**config.mk**
```make
export PLATFORM = sky130hd
export DESIGN_NAME = conv_pe_ctrl
export DESIGN_NICKNAME = d
export VERILOG_FILES = /design/src/rtl/conv_pe_ctrl_pkg.sv /design/src/rtl/conv_pe_ctrl_cnt.sv /design/src/rtl/conv_pe_ctrl.sv
export SDC_FILE = /design/constraint.sdc
export NUM_CORES = 1
export LEC_CHECK = 0
export BUFFER_PORTS_ARGS = -buffer_cell sky130_fd_sc_hd__buf_2
export CAP_MARGIN = 40
export CELL_PAD_IN_SITES_DETAIL_PLACEMENT = 0
export CELL_PAD_IN_SITES_GLOBAL_PLACEMENT = 1
export CORE_UTILIZATION = 44
export DETAILED_ROUTE_END_ITERATION = 8
export GPL_ROUTABILITY_DRIVEN = 0
export GPL_TIMING_DRIVEN = 0
export PLACE_DENSITY = 0.91
export RECOVER_POWER = 25
export SLEW_MARGIN = 40
export SYNTH_ARGS = -nofsm -noshare
export SYNTH_HDL_FRONTEND = slang
export SYNTH_SLANG_ARGS = --single-unit
```
**constraint.sdc**
```tcl
create_clock -name clk -period 3.1 [get_ports clk]
set_input_delay 0.155 -clock clk [delete_from_list [all_inputs] [get_ports clk]]
set_output_delay 0.155 -clock clk [all_outputs]
set_load 0.02 [all_outputs]
```
**src/rtl/conv_pe_ctrl_pkg.sv**
```systemverilog
// Shared types for the convolution PE-chain sequencer: FSM state encoding and byte width.
package conv_pe_ctrl_pkg;

  localparam int CONV_DATA_W = 8;

  typedef enum logic [2:0] {
    ST_IDLE   = 3'd0,
    ST_LOAD_W = 3'd1,
    ST_STORE  = 3'd2,
    ST_STREAM = 3'd3,
    ST_DRAIN  = 3'd4,
    ST_DONE   = 3'd5
  } conv_ctrl_state_t;

endpackage

```
**src/rtl/conv_pe_ctrl_cnt.sv**
```systemverilog
// Up-counter with synchronous clear (priority over enable) and a terminal-value compare.
module conv_pe_ctrl_cnt #(
  parameter int W = 4
) (
  input  logic         clk,
  input  logic         rst_n,
  input  logic         clr_i,
  input  logic         en_i,
  input  logic [W-1:0] term_i,
  output logic [W-1:0] cnt_o,
  output logic         hit_o
);

  logic [W-1:0] cnt_q, cnt_d;

  always_comb begin
    cnt_d = cnt_q;
    if (clr_i)     cnt_d = '0;
    else if (en_i) cnt_d = cnt_q + W'(1);
  end

  always_ff @(posedge clk or negedge rst_n) begin
    if (!rst_n) cnt_q <= '0;
    else        cnt_q <= cnt_d;
  end

  assign cnt_o = cnt_q;
  assign hit_o = (cnt_q == term_i);

endmodule

```
**src/rtl/conv_pe_ctrl.sv**
```systemverilog
// Sequencer for one NUM_PE-long MAC chain: weight load, store pulse, activation stream, zero drain.
// Optional CONV_PE_CTRL_KEEP_W_EN adds cfg_keep_w to reuse stored weights and skip the load.
module conv_pe_ctrl
  import conv_pe_ctrl_pkg::*;
#(
  parameter int NUM_PE = 9,
  parameter int LEN_W  = 16
) (
  input  logic                   clk,
  input  logic                   rst_n,
  input  logic                   start,
  input  logic [LEN_W-1:0]       cfg_len,
`ifdef CONV_PE_CTRL_KEEP_W_EN
  input  logic                   cfg_keep_w,
`endif
  input  logic                   w_valid,
  input  logic [CONV_DATA_W-1:0] w_data,
  output logic                   w_ready,
  input  logic                   x_valid,
  input  logic [CONV_DATA_W-1:0] x_data,
  output logic                   x_ready,
  output logic [CONV_DATA_W-1:0] arr_x,
  output logic                   arr_shift_en,
  output logic                   arr_store_en,
  output logic                   y_valid,
  output logic                   busy,
  output logic                   done
);

  localparam int LDW = $clog2(NUM_PE + 1);
  localparam int SW  = LEN_W + 1;

  conv_ctrl_state_t state_q, state_d;
  logic [LEN_W-1:0] len_q;
  logic             y_valid_q, y_valid_d;
  logic             w_hs, x_hs, drain, strm_shift;
  logic             ld_hit, s_hit;
  logic [LDW-1:0]   ld_cnt;
  logic [SW-1:0]    s_cnt, s_nx, s_hi, len_m1;

  assign w_ready    = (state_q == ST_LOAD_W);
  assign x_ready    = (state_q == ST_STREAM);
  assign w_hs       = w_ready & w_valid;
  assign x_hs       = x_ready & x_valid;
  assign drain      = (state_q == ST_DRAIN);
  assign strm_shift = x_hs | drain;

  assign arr_shift_en = w_hs | strm_shift;
  assign arr_x        = w_hs ? w_data : (x_hs ? x_data : '0);
  assign arr_store_en = (state_q == ST_STORE);
  assign busy         = (state_q != ST_IDLE);
  assign done         = (state_q == ST_DONE);
  assign y_valid      = y_valid_q;

  // Load handshakes and drain cycles share one counter; it restarts on every state change.
  conv_pe_ctrl_cnt #(.W(LDW)) u_ld_cnt (
    .clk    (clk),
    .rst_n  (rst_n),
    .clr_i  (state_q != state_d),
    .en_i   (w_hs | drain),
    .term_i (LDW'(NUM_PE - 1)),
    .cnt_o  (ld_cnt),
    .hit_o  (ld_hit)
  );

  // Shift counter s spans STREAM and DRAIN so it can place the result window.
  assign len_m1 = {1'b0, len_q} - SW'(1);
  conv_pe_ctrl_cnt #(.W(SW)) u_s_cnt (
    .clk    (clk),
    .rst_n  (rst_n),
    .clr_i  (state_q == ST_IDLE),
    .en_i   (strm_shift),
    .term_i (len_m1),
    .cnt_o  (s_cnt),
    .hit_o  (s_hit)
  );

  assign s_nx      = s_cnt + SW'(1);
  assign s_hi      = {1'b0, len_q} + SW'(NUM_PE - 1);
  assign y_valid_d = strm_shift && (s_nx >= SW'(NUM_PE)) && (s_nx <= s_hi);

  always_comb begin
    state_d = state_q;
    case (state_q)
      ST_IDLE: begin
        if (start) begin
`ifdef CONV_PE_CTRL_KEEP_W_EN
          if (cfg_keep_w) state_d = (cfg_len == '0) ? ST_DONE : ST_STREAM;
          else            state_d = ST_LOAD_W;
`else
          state_d = ST_LOAD_W;
`endif
        end
      end
      ST_LOAD_W: if (w_hs && ld_hit) state_d = ST_STORE;
      ST_STORE:  state_d = (len_q == '0) ? ST_DONE : ST_STREAM;
      ST_STREAM: if (x_hs && s_hit) state_d = ST_DRAIN;
      ST_DRAIN:  if (ld_cnt == LDW'(NUM_PE - 2)) state_d = ST_DONE;
      ST_DONE:   state_d = ST_IDLE;
      default:   state_d = ST_IDLE;
    endcase
  end

  always_ff @(posedge clk or negedge rst_n) begin
    if (!rst_n) begin
      state_q   <= ST_IDLE;
      len_q     <= '0;
      y_valid_q <= 1'b0;
    end else begin
      state_q   <= state_d;
      y_valid_q <= y_valid_d;
      if (state_q == ST_IDLE && start) len_q <= cfg_len;
    end
  end

endmodule

```
# Word-level counts from Yosys, hierarchy flattened
# Cells that the tools add are included.
[word_totals] ff_bits=41 in_bits=37 out_inout_bits=15 word_cells=47
[op_classes] add_sub_neg=4 n_lt_le_gt_ge=2 n_eq_ne=9 muxes=12 bitwise_logic=5 reduce_logical=10
[ops] cell="$mux W17" count=2
[ops] cell="$add A16 B4 Y17 const B" count=1
[ops] cell="$add A17 B1 Y17 const B" count=1
[ops] cell="$eq A17 B17 Y1" count=1
[ops] cell="$ge A17 B4 Y1 const B" count=1
[ops] cell="$le A17 B17 Y1" count=1
[ops] cell="$sub A16 B1 Y17 const B" count=1
[ops] cell="$logic_not A16 Y1" count=1
[ops] cell="$mux W8" count=2
[ops] cell="$mux W3" count=5
[ops] cell="$pmux W3 S5" count=1
[ops] cell="$mux W4" count=2
[ops] cell="$eq A3 B2 Y1 const B" count=2
[ops] cell="$eq A3 B3 Y1 const B" count=2
[ops] cell="$logic_and A1 B1 Y1" count=5
[ops] cell="$add A4 B1 Y4 const B" count=1
[ops] cell="$eq A4 B3 Y1 const B" count=1
[ops] cell="$eq A4 B4 Y1 const B" count=1
[ops] cell="$reduce_bool A2 Y1" count=2
[ops] cell="$eq A3 B1 Y1 const B" count=1
[ops] cell="$logic_not A3 Y1" count=1
[ops] cell="$ne A3 B3 Y1" count=1
[ops] cell="$or A1 B1 Y1" count=3
[ops] cell="$reduce_bool A3 Y1" count=1
[ops] cell="$and A1 B1 Y1" count=2

# Longest topological paths before layout
[depth] ltp_word=7 mapped_depth=14 depth_no_buf=13

# Hierarchy
# Synthesis repeated with hierarchy kept, for this count alone.
[hier_totals] hier_cells=425 hier_area_um2=3679.8
[modules_own_cells] module="conv_pe_ctrl" n_inst=1 cells_each=297 area_per_inst_um2=2397.3 seq_area_each_um2=500.5
[modules_own_cells] module="conv_pe_ctrl_cnt (u_s_cnt)" n_inst=1 cells_each=107 area_per_inst_um2=1048.5 seq_area_each_um2=425.4
[modules_own_cells] module="conv_pe_ctrl_cnt (u_ld_cnt)" n_inst=1 cells_each=21 area_per_inst_um2=234.0 seq_area_each_um2=100.1

# Worst setup path before layout
# No wires, ideal clock.
[synth_path] path_type="register to register" startpoint="register u_s_cnt.cnt_q[0] (netlist: u_s_cnt.cnt_o[0])" endpoint="register y_valid_q (netlist: y_valid)" setup_time_ns=0.086 arrival_time_ns=2.718 required_ns=3.014 path_slack_ns=0.296 path_stages_with_launch=15 n_path_buf=2 synth_period_minus_slack_ns=2.804 cell_sequence="dfrtp_1 -> buf_2 -> nand2_1 -> or2_2 -> buf_2 -> nor2_4 -> and3_1 -> nand3_1 -> xnor2_1 -> ha_1 -> a21o_1 -> a21oi_1 -> o21ai_0 -> a311o_1 -> a32oi_1"
[synth_between] elab_chain_len=4 elab_cells_between_ends=5 classes_between="add/sub: 1; order compare: 2; reduce/logical: 2"
[synth_rtl] element="start, declared" line_no="conv_pe_ctrl_cnt.sv:14" text="logic [W-1:0] cnt_q, cnt_d;"
[synth_rtl] element="start signal, assigned" line_no="conv_pe_ctrl_cnt.sv:24" text="else cnt_q <= cnt_d;"
[synth_rtl] element="$add A17 B1 Y17 *" line_no="conv_pe_ctrl.sv:78" text="assign s_nx = s_cnt + SW'(1);"
[synth_rtl] element="$ge A17 B4 Y1" line_no="conv_pe_ctrl.sv:80" text="assign y_valid_d = strm_shift && (s_nx >= SW'(NUM_PE)) && (s_nx <= s_hi);"
[synth_rtl] element="$logic_and A1 B1 Y1" line_no="conv_pe_ctrl.sv:80"
[synth_rtl] element="$logic_and A1 B1 Y1 *" line_no="conv_pe_ctrl.sv:80"
[synth_rtl] element="named net y_valid_d" line_no="conv_pe_ctrl.sv:35" text="logic y_valid_q, y_valid_d;"
[synth_rtl] element="end signal, assigned" line_no="conv_pe_ctrl.sv:111" text="y_valid_q <= y_valid_d;"
[synth_rtl] element="end, declared" line_no="conv_pe_ctrl.sv:35"
# The timed path passes the listed nets; every way through them passes the cells marked *.
# A chain may end at the register's enable or synchronous reset.

# Final worst setup path
# Ends and elaborated chain as after synthesis.

==> reports/qor.txt <==
Status: completed
CTS clk-pin slew, worst paths: 90 ps
# diodes: 0
Initial DRC count: 179
Worst Hold Depth: 3
Largest family of logic cells by synthesized area: simple AND/OR/NAND/NOR gates
CP Capture Type: register
Fin crit period: 3010 ps
Post-route clock period utilization: 97.2%
Slew HR: 55.8%
Met3 usage: 3.33%
Initial antenna violation count: 0
Clock Latency Late Sink: 300 ps
Pleak: 2.02 nW
Compound-gate portion of the synthesized area: 17.4%
Worst Clk Skew: 6.86 ps
Ports: 52
CTS buffer count: 5
Hold endpoint: len_q[3]$_DFFE_PN0P_
WL final: 9.09 mm
Clock Root Buffer: clkbuf_8
Multiplexer area fraction after synthesis: 3.02%
DR pass1 iterations: 5
FF-to-FF path depth: 12
Max Clk Rate: 332 MHz
Maxcap violations: 0
CP arrival: 3220 ps
Slew @ Worst Pin: 663 ps
Vias: 3372
Met1 track demand over resource: 31.8%
Worst R2R Start: u_s_cnt.cnt_o[0]$_DFFE_PN0P_
Synth Net Count: 502
Remaining DRCs: 0
Adder-Cell Fraction of Synth Area: 8.23%
Initial core utilization: 46.2%
R2R Setup Slk: 90 ps
Warnings, synthesis: 0
DIE WIDTH: 93.0 microns
Die height: 93.0 microns
Htree depth: 2
RSZ-0062 raised after global routing: false
Top Usage Layer GRT: met2
# port buffers: 51
Hpwl dp: 6.89 mm
Cells after Synth: 441
Origin of the worst min-delay path: cfg_len[3]
Post-Synth Simple-Gate Area: 23.1%
Drt wl/cell: 15.0 microns
Sink Count: 41
Final Total Pwr: 1.44 mW
GR Util met2: 34.9%
Number of global-route vias before repair: 3190
Final ANT Viol Nets: 0
Placed Cells: 594
Overflow after GRT: 0
Crit path required time: 3310 ps
Post-synth EDFFs: 0
Area Overhead vs Synth: 16.5%
Post-synth ARST share: 100%
Share of layout cells above drive strength 1: 22.2%
HP Class: input port to register
Mapped cell area: 0.00365 sq mm
GRT Total Usage: 22.2%
Syn_area_per_cell: 8.27 sq um
Unique cell type count in the Yosys netlist: 53
Max clock buf depth: 2
Pwr/cell area: 338 mW/mm^2
Peak VDD IR: 0.000332 V
Critical R2R Capture: y_valid$_DFF_PN0_
Largest net degree at the start of global routing: 42
Setup-failing EPs final: 0
Post-synth top flop: dfrtp_1
Nets: 564
WS Path Type: register to register
Final Hold Fails: 0
Count of non-filler cells in the finished layout: 606
Die ar.: 0.00866 sq mm
Row Count: 32
Synth Area in XOR/XNOR: 12.5%
Fin. max-slew vios: 0
Seq/Total Area, Yosys: 28.1%
#FFs+latches synth: 41
CTS tree: yes
Core box area: 0.00789 sq mm
Crit path max fanout: 6
First-pass GRT wire length: 15.3 mm
Vias per cell: 5.56
CP startpoint kind: register
[worst max-delay path by stage]
stage                            startpoint                 to  slack (ps)  cells after the start
6_report       u_s_cnt.cnt_o[0]$_DFFE_PN0P_  y_valid$_DFF_PN0_          90                     12
5_1_grt                len_q[6]$_DFFE_PN0P_  y_valid$_DFF_PN0_         0.3                     14
4_1_cts        u_s_cnt.cnt_o[4]$_DFFE_PN0P_  y_valid$_DFF_PN0_          20                     14
3_5_place_dp   u_s_cnt.cnt_o[0]$_DFFE_PN0P_  y_valid$_DFF_PN0_        -270                     11
3_3_place_gp   u_s_cnt.cnt_o[0]$_DFFE_PN0P_  y_valid$_DFF_PN0_        -250                     11
2_1_floorplan  u_s_cnt.cnt_o[0]$_DFFE_PN0P_  y_valid$_DFF_PN0_         300                     14
[state kept, by name, indices dropped and copies added (netlist names)]
| name | count |
|---|---|
| len_q | 16 |
| y_valid | 1 |
| u_ld_cnt.cnt_o | 4 |
| u_s_cnt.cnt_o | 17 |
| state_q | 3 |
[cells by family after synthesis]
logic type               count (synthesis)
adder cells (fa/ha/maj)                 24
AND/OR/NAND/NOR                        160
flip-flops                              41
XOR/XNOR                                52
buffers and inverters                   56
multiplexers                            10
AO/OA/AOI/OAI                           98
[power by group]
group | total, mW | internal [mW] | switching (mW)
clock | 0.367 | 0.156 | 0.211
sequential | 0.590 | 0.568 | 0.0222
combinational | 0.479 | 0.202 | 0.277
total | 1.44 | 0.925 | 0.511
[synth_stat cells, types with 2 or more instances]
library cell	number	area share (%)
dfrtp_1	41	28
nand2_1	38	3.9
o21ai_0	36	4.9
nor2_1	29	3.0
xnor2_1	28	6.7
nand3_1	25	3.4
ha_1	24	8.2
xor2_1	24	5.8
inv_1	20	2.1
nor3_1	19	2.6
clkbuf_1	17	1.7
a21oi_1	15	2.1
a22o_1	13	3.1
and3_1	9	1.5
buf_2	9	1.2
nand4_1	9	1.5
a31oi_1	8	1.4
mux2_2	8	2.5
buf_6	7	2.2
o31ai_1	6	1.2
a21o_1	5	1.0
nor4_1	5	0.86
nand2b_1	4	0.69
and2_1	3	0.51
o41ai_1	3	0.72
or2_2	3	0.51
or3_1	3	0.51
a32oi_1	2	0.48
and2_0	2	0.34
buf_4	2	0.41
mux2i_1	2	0.55
[what timing repair did]
item	in CTS	in global routing
buffers inserted	3	2
hold buffers	1	0
pin swaps	2	3
resized for setup	10	10
endpoints found under the setup margin	1	1
hold endpoints to repair	41	0
[layout make-up]
class,instances,area [sq um]
buffer,34,206
fill,755,3640
clock buffer,5,68.8
clock inverter,3,17.5
timing repair buffer,57,305
sequential,41,1030
inverter,20,75.1
multi-input combinational,344,2420
tap,102,128
[layout by cell type, fill, tap and decap left out, types with 4 or more instances in the layout]
| cell type | Yosys | routed |
|---|---|---|
| buf_2 | 9 | 56 |
| dfrtp_1 | 41 | 40 |
| nand2_1 | 38 | 38 |
| o21ai_0 | 36 | 35 |
| nor2_1 | 29 | 28 |
| xnor2_1 | 28 | 26 |
| nand3_1 | 25 | 24 |
| xor2_1 | 24 | 24 |
| ha_1 | 24 | 23 |
| inv_1 | 20 | 20 |
| nor3_1 | 19 | 17 |
| clkbuf_1 | 17 | 16 |
| a21oi_1 | 15 | 15 |
| a22o_1 | 13 | 13 |
| buf_4 | 2 | 9 |
| nand4_1 | 9 | 9 |
| buf_6 | 7 | 8 |
| a31oi_1 | 8 | 8 |
| mux2_2 | 8 | 8 |
| and3_1 | 9 | 6 |
| o31ai_1 | 6 | 6 |
| a21o_1 | 5 | 5 |
| clkbuf_8 | 0 | 5 |
| nand2b_1 | 4 | 4 |
| nor4_1 | 5 | 4 |
[worst max-delay path: stages (launching register included)]
cell and delay [ps]:
dfrtp_1 380, ha_2 260, nand4_1 100, buf_4 180
nor4_4 370, xor2_1 220, ha_1 270, a21o_1 160
a21o_1 170, a21oi_1 160, o21ai_1 100, a311o_1 340
a32oi_2 210
[per-layer routing]
layer / vias up / routed length [microns]
met4: 0 / 113
li1: 1694 / -
met1: 1606 / 4550
met3: 13 / 334
met5: - / 0
met2: 59 / 4090
[per-stage QoR]
stage | setup WS [ps] | setup TNS (ps) | area (sq um) | hold slack (ps) | util, %
6_report | 87.0 | 0 | 4250 | 57.3 | 53.9
5_1_grt | 0.304 | 0 | 4250 | 64.7 | 53.9
4_1_cts | 19.3 | 0 | 4200 | 57.6 | 53.3
3_5_place_dp | -267 | -267 | 4030 | 189 | 51.1
3_3_place_gp | -253 | -253 | 4030 | 359 | 51.1
2_1_floorplan | 296 | 0 | 3650 | -141 | -
(Power assumes the default switching activity.)
